==> config.mk <==
export PLATFORM = sky130hd
export DESIGN_NAME = demux_1_4_reg
export DESIGN_NICKNAME = d
export VERILOG_FILES = /design/src/rtl/demux_1_4_reg_pkg.sv /design/src/rtl/demux_chan_counter.sv /design/src/rtl/demux_1_4_reg.sv
export SDC_FILE = /design/constraint.sdc
export NUM_CORES = 1
export LEC_CHECK = 0
export ABC_CLOCK_PERIOD_IN_PS = 3900
export BUFFER_PORTS_ARGS = -buffer_cell sky130_fd_sc_hd__buf_2
export CAP_MARGIN = 20
export CORE_ASPECT_RATIO = 2
export CORE_MARGIN = 2
export CORE_UTILIZATION = 40
export DETAILED_ROUTE_END_ITERATION = 8
export GPL_TIMING_DRIVEN = 0
export PLACE_DENSITY = 0.81
export SETUP_SLACK_MARGIN = 0.3
export SLEW_MARGIN = 20
export SYNTH_ARGS = -nofsm -noshare
export SYNTH_HDL_FRONTEND = slang
export SYNTH_SLANG_ARGS = --single-unit
export TNS_END_PERCENT = 30
==> constraint.sdc <==
create_clock -name DEMUX_CLOCK_50 -period 3.9 [get_ports DEMUX_CLOCK_50]
set_clock_uncertainty 0.15 [all_clocks]
set_input_delay 0.78 -clock DEMUX_CLOCK_50 [delete_from_list [all_inputs] [get_ports DEMUX_CLOCK_50]]
set_output_delay 0.78 -clock DEMUX_CLOCK_50 [all_outputs]
set_load 0.1 [all_outputs]
==> src/rtl/demux_1_4_reg_pkg.sv <==
// Shared constants for the registered 1:4 demultiplexer.
package demux_1_4_reg_pkg;

    // Holding-register state encoding
    localparam logic DEMUX_STATE_EMPTY = 1'b0;
    localparam logic DEMUX_STATE_FULL  = 1'b1;

    // Channel indices
    localparam logic [1:0] DEMUX_CH0 = 2'd0;
    localparam logic [1:0] DEMUX_CH1 = 2'd1;
    localparam logic [1:0] DEMUX_CH2 = 2'd2;
    localparam logic [1:0] DEMUX_CH3 = 2'd3;

    localparam int DEMUX_NUM_CH = 4;

    // One-hot decode of a channel index, bit k set for channel k
    function automatic logic [DEMUX_NUM_CH-1:0] demux_sel_onehot(input logic [1:0] sel);
        logic [DEMUX_NUM_CH-1:0] onehot;
        onehot = '0;
        case (sel)
            DEMUX_CH0: onehot = 4'b0001;
            DEMUX_CH1: onehot = 4'b0010;
            DEMUX_CH2: onehot = 4'b0100;
            DEMUX_CH3: onehot = 4'b1000;
            default:   onehot = 4'b0000;
        endcase
        return onehot;
    endfunction

endpackage

==> src/rtl/demux_chan_counter.sv <==
// Per-channel transfer counter: wraps silently, clear wins over increment.
module demux_chan_counter #(
    parameter int COUNT_WIDTH = 16
) (
    input  logic                   clk,
    input  logic                   rst_n,
    input  logic                   inc,
    input  logic                   clr,
    output logic [COUNT_WIDTH-1:0] count
);

    // Count handoffs; synchronous clear has priority
    always_ff @(posedge clk or negedge rst_n) begin
        if (!rst_n) begin
            count <= '0;
        end else if (clr) begin
            count <= '0;
        end else if (inc) begin
            count <= count + 1'b1;
        end
    end

endmodule

==> src/rtl/demux_1_4_reg.sv <==
// Registered 1:4 demultiplexer with a one-entry holding register.
//
// state | meaning
// ------+--------------------------------------------------------------
// EMPTY | no word held; producer is always accepted
// FULL  | word+sel held; Valid asserted on the held channel only; a new
//       | word is accepted only in a cycle where that channel takes it
module demux_1_4_reg
    import demux_1_4_reg_pkg::*;
#(
    parameter int OUTPUT_DATA_WIDTH = 32,
    parameter int COUNT_WIDTH       = 16
) (
    input  logic                         DEMUX_CLOCK_50,
    input  logic                         DEMUX_RESET_InLow,
    input  logic [OUTPUT_DATA_WIDTH-1:0] DEMUX_Input_InBUS,
    input  logic [1:0]                   DEMUX_Sel_InBUS,
    input  logic                         DEMUX_Valid_In,
    output logic                         DEMUX_Ready_Out,
    output logic [OUTPUT_DATA_WIDTH-1:0] DEMUX_Output_0_OutBUS,
    output logic [OUTPUT_DATA_WIDTH-1:0] DEMUX_Output_1_OutBUS,
    output logic [OUTPUT_DATA_WIDTH-1:0] DEMUX_Output_2_OutBUS,
    output logic [OUTPUT_DATA_WIDTH-1:0] DEMUX_Output_3_OutBUS,
    output logic                         DEMUX_Valid_0_Out,
    output logic                         DEMUX_Valid_1_Out,
    output logic                         DEMUX_Valid_2_Out,
    output logic                         DEMUX_Valid_3_Out,
    input  logic                         DEMUX_Ready_0_In,
    input  logic                         DEMUX_Ready_1_In,
    input  logic                         DEMUX_Ready_2_In,
    input  logic                         DEMUX_Ready_3_In,
    input  logic                         DEMUX_CountClr_In,
    output logic [COUNT_WIDTH-1:0]       DEMUX_Count_0_OutBUS,
    output logic [COUNT_WIDTH-1:0]       DEMUX_Count_1_OutBUS,
    output logic [COUNT_WIDTH-1:0]       DEMUX_Count_2_OutBUS,
    output logic [COUNT_WIDTH-1:0]       DEMUX_Count_3_OutBUS
);

    logic                         state_q;
    logic [OUTPUT_DATA_WIDTH-1:0] data_q;
    logic [1:0]                   sel_q;

    logic [DEMUX_NUM_CH-1:0]      ready_ch;
    logic [DEMUX_NUM_CH-1:0]      sel_onehot;
    logic [DEMUX_NUM_CH-1:0]      valid_ch;
    logic [DEMUX_NUM_CH-1:0]      deliver_ch;
    logic                         handoff;
    logic                         accept;

    assign ready_ch = {DEMUX_Ready_3_In, DEMUX_Ready_2_In, DEMUX_Ready_1_In, DEMUX_Ready_0_In};

    // Decode the held channel into per-channel valid and delivery strobes
    always_comb begin
        sel_onehot = demux_sel_onehot(sel_q);
        valid_ch   = '0;
        if (state_q == DEMUX_STATE_FULL) begin
            valid_ch = sel_onehot;
        end
        // Ready of non-selected channels is masked off here
        deliver_ch = valid_ch & ready_ch;
        handoff    = |deliver_ch;
        // Selected consumer's ready passes straight through to the producer
        DEMUX_Ready_Out = (state_q == DEMUX_STATE_EMPTY) || handoff;
        accept          = DEMUX_Valid_In && DEMUX_Ready_Out;
    end

    // Holding register and EMPTY/FULL state
    always_ff @(posedge DEMUX_CLOCK_50 or negedge DEMUX_RESET_InLow) begin
        if (!DEMUX_RESET_InLow) begin
            state_q <= DEMUX_STATE_EMPTY;
            data_q  <= '0;
            sel_q   <= DEMUX_CH0;
        end else if (accept) begin
            state_q <= DEMUX_STATE_FULL;
            data_q  <= DEMUX_Input_InBUS;
            sel_q   <= DEMUX_Sel_InBUS;
        end else if (handoff) begin
            state_q <= DEMUX_STATE_EMPTY;
        end
    end

    assign DEMUX_Valid_0_Out = valid_ch[0];
    assign DEMUX_Valid_1_Out = valid_ch[1];
    assign DEMUX_Valid_2_Out = valid_ch[2];
    assign DEMUX_Valid_3_Out = valid_ch[3];

    // All channels see the holding register; consumers qualify with valid
    assign DEMUX_Output_0_OutBUS = data_q;
    assign DEMUX_Output_1_OutBUS = data_q;
    assign DEMUX_Output_2_OutBUS = data_q;
    assign DEMUX_Output_3_OutBUS = data_q;

    demux_chan_counter #(.COUNT_WIDTH(COUNT_WIDTH)) u_count_0 (
        .clk   (DEMUX_CLOCK_50),
        .rst_n (DEMUX_RESET_InLow),
        .inc   (deliver_ch[0]),
        .clr   (DEMUX_CountClr_In),
        .count (DEMUX_Count_0_OutBUS)
    );

    demux_chan_counter #(.COUNT_WIDTH(COUNT_WIDTH)) u_count_1 (
        .clk   (DEMUX_CLOCK_50),
        .rst_n (DEMUX_RESET_InLow),
        .inc   (deliver_ch[1]),
        .clr   (DEMUX_CountClr_In),
        .count (DEMUX_Count_1_OutBUS)
    );

    demux_chan_counter #(.COUNT_WIDTH(COUNT_WIDTH)) u_count_2 (
        .clk   (DEMUX_CLOCK_50),
        .rst_n (DEMUX_RESET_InLow),
        .inc   (deliver_ch[2]),
        .clr   (DEMUX_CountClr_In),
        .count (DEMUX_Count_2_OutBUS)
    );

    demux_chan_counter #(.COUNT_WIDTH(COUNT_WIDTH)) u_count_3 (
        .clk   (DEMUX_CLOCK_50),
        .rst_n (DEMUX_RESET_InLow),
        .inc   (deliver_ch[3]),
        .clr   (DEMUX_CountClr_In),
        .count (DEMUX_Count_3_OutBUS)
    );

endmodule
==> results by group <==
Outcome
  – Outcome: finished clean

Final layout
  – Nets@finish: 820
  – Area added between synthesis and finish: 32.9%
  – # diodes: 0
  – Ratio of cells with drive above 1 in the final layout: 50.8%
  – Post-route insts no fill: 931
  – Post-layout util: 54.1%

Global route
  – Grt met3 use: 3.72%
  – Met2 Resource Use GR: 35.7%
  – First-pass GRT wire length: 21300 um
  – Pin count of the biggest net entering global routing: 52
  – GR peak layer: met2
  – Total routing resource utilization after global routing: 18.6%
  – Overflow after GRT: 0
  – Antenna violations before repair: 0
  – Vias in the first global route: 4285
  – Met1 Usage GRT: 19.2%

Synthesis
  – Synth async-reset ratio: 100%
  – Post-synth EDFFs: 0
  – Post-synth top area share: 46.8%
  – Register area share after synthesis: 46.8%
  – Syn Std Cell Area: 0.00529 mm^2
  – Cell type with the highest aggregate area in the netlist: dfrtp_1
  – Register bit total from synthesis: 99
  – Total of warnings raised by yosys: 0
  – Number of unique standard cell types used by synthesis: 34
  – Synthesized instance count: 524
  – Per-instance average area after synthesis: 10.1 um^2
  – Net count after synthesis: 570
  – Top cells by area, synth: dfrtp_1, buf_4, mux2_2
  – Flip-flop cell with the highest count after synthesis: dfrtp_1

Detailed routing
  – Detailed-route DRC error count: 0
  – Detailed-route wire length per cell: 14.3 um
  – Router iterations before antenna repair: 5
  – Drt first-iter violations: 116
  – Detail-routed via count per cell: 4.90
  – Count of nets left with antenna violations after detail routing: 0
  – Total via count after detailed routing: 4566
  – Total wire length: 13300 um

STA
  – Achievable Freq: 358 MHz
  – Final Cycle Share: 71.7%
  – Worst hold slack: 0.223 ns
  – Slew @ Worst Pin: 0.802 ns
  – Final setup violation count: 0
  – Count of endpoints failing hold in the final timing report: 0
  – Clock period minus worst slack: 2.79 ns
  – Setup repair after global routing missed its margin: false
  – Final count of pins violating max slew: 0
  – Slew headroom: 46.1%
  – Final total negative setup slack: 0 ns

Clock tree
  – Resized Gates After CTS: 0
  – Total number of H-tree levels: 3
  – Clock tree from TritonCTS: done
  – CTS clk-pin slew, worst paths: 0.08 ns
  – Later-pin clock latency in the skew report: 0.34 ns
  – Clock Sinks: 99
  – Buffer depth of the longest clock path: 2
  – # Post-CTS Setup Buffers: 0
  – Clock buffer count from CTS: 9
  – Number of hold buffers added after CTS: 0
  – Master cell of the clock root buffer: clkbuf_16

Critical path
  – Family of cells with the greatest summed delay on the critical path: buffers and inverters
  – Buf+Inv Stages, Crit Path: 2
  – Critical Path Sink Type: output port
  – CP Cell Sequence: buf_2 > mux4_2 > nand2b_1 > buf_2
  – Arrival time at the worst endpoint: 1.86 ns
  – Highest fanout seen on the critical path: 3
  – Most common cell type on the critical path: buf_2
  – CP peak stage delay: 0.45 ns
  – Worst Path Class, Setup: in2out
  – Critical Path Source Type: input pin
  – Crit-path slowest cell: mux4_2
  – Data required time at the worst endpoint: 2.97 ns

Placed design
  – Post-Place Cells: 915
  – Final RePlAce weighted congestion: 0.805
  – Number of port buffers: 238
  – Detailed-placement wirelength estimate: 10400 um

Floorplan
  – Starting Density: 40.7%
  – Horizontal die dimension: 85.3 um
  – IO Count: 239
  – Overall die area: 0.0142 mm^2
  – Std-Cell Core Area: 0.0130 mm^2
  – Die outline height: 167 um
  – Placement row count: 59

Worst hold path
  – Kind of path behind the tightest hold check: in2async

Job
  – Max Cap Violations: 0
-- cell type report --
cell class                      count  area, um^2
Tap cell                          152         190
Buffer                            114         797
Clock buffer                        9         225
Inverter                           13        48.8
Sequential cell                    99        2480
Clock inverter                      7        95.1
Multi-Input combinational cell    298        1970
Timing Repair Buffer              239        1220
Fill cell                        1182        5960
-- path summary, 6_finish.rpt --
path | from | end | slack [ns] | cells past startpoint
setup / recovery | DEMUX_Ready_3_In | DEMUX_Ready_Out | 1.11 | 4
hold / removal | DEMUX_RESET_InLow | u_count_2.count[14]$_DFFE_PN0P_ | 0.22 | 1
setup reg to reg | state_q$_DFFE_PN0P_ | u_count_3.count[15]$_DFFE_PN0P_ | 1.46 | 5
hold reg to reg | u_count_1.count[9]$_DFFE_PN0P_ | u_count_1.count[9]$_DFFE_PN0P_ | 0.42 | 2
max in group asynchronous | DEMUX_RESET_InLow | u_count_0.count[4]$_DFFE_PN0P_ | 2.75 | 2
min in group DEMUX_CLOCK_50 | u_count_1.count[9]$_DFFE_PN0P_ | u_count_1.count[9]$_DFFE_PN0P_ | 0.42 | 2
-- sequential cells by signal, indices dropped and copies added (netlist names) --
signal	cells
u_count_2.count	16
u_count_1.count	16
u_count_3.count	16
sel_q	2
state_q	1
DEMUX_Output_0_OutBUS	32
u_count_0.count	16
-- metal layers --
layer  share of wire [%]  up-vias
met1                  36     2171
met5                   0        -
met2                  56      174
li1                    -     2209
met4                 1.5        0
met3                 6.5       12
-- cells by family (layout without fill, tap and decap cells) --
| kind of cell | Yosys count | count (layout) | synth area share (%) |
|---|---|---|---|
| fa+ha+maj | 4 | 4 | 0.946 |
| buf+inv | 127 | 382 | 16.0 |
| mux | 41 | 41 | 8.85 |
| simple gates | 165 | 165 | 16.5 |
| flops | 99 | 99 | 46.8 |
| compound gates | 56 | 56 | 5.54 |
| xor+xnor | 32 | 32 | 5.30 |
-- cell usage in the layout, fill, tap and decap left out, types with 10 or more instances in the layout --
master / instances
xnor2_1: 26
clkbuf_1: 10
nand2_1: 24
or3_1: 24
inv_1: 13
dfrtp_1: 99
mux2_2: 36
buf_4: 96
a21oi_1: 29
buf_2: 244
nand3_1: 22
o21ai_0: 22
nor2_1: 40
-- cells in the mapped netlist, types with 2 or more instances --
library cell	count
a21oi_1	29
and2_1	2
and3_1	4
and4_1	3
buf_2	7
buf_4	96
clkbuf_1	10
dfrtp_1	99
ha_1	4
inv_1	13
mux2_2	36
mux2i_1	4
nand2_1	24
nand3_1	22
nand4_1	9
nand4b_1	2
nor2_1	40
nor2b_1	3
nor3_1	9
nor4_1	8
nor4b_1	2
o21ai_0	22
o31ai_1	5
or3_1	24
or4_1	8
xnor2_1	26
xor2_1	6
-- metrics by stage --
stage          setup WS, ns  instance area [um^2]
5_1_grt                1.05                  7030
2_1_floorplan         0.733                  5290
6_report               1.11                  7030
4_1_cts                1.11                  7030
3_3_place_gp          0.795                  6680
3_5_place_dp           1.05                  6710
Power is not shown: default switching activity piles up to over one toggle a cycle in this logic, so the estimate is an artifact.
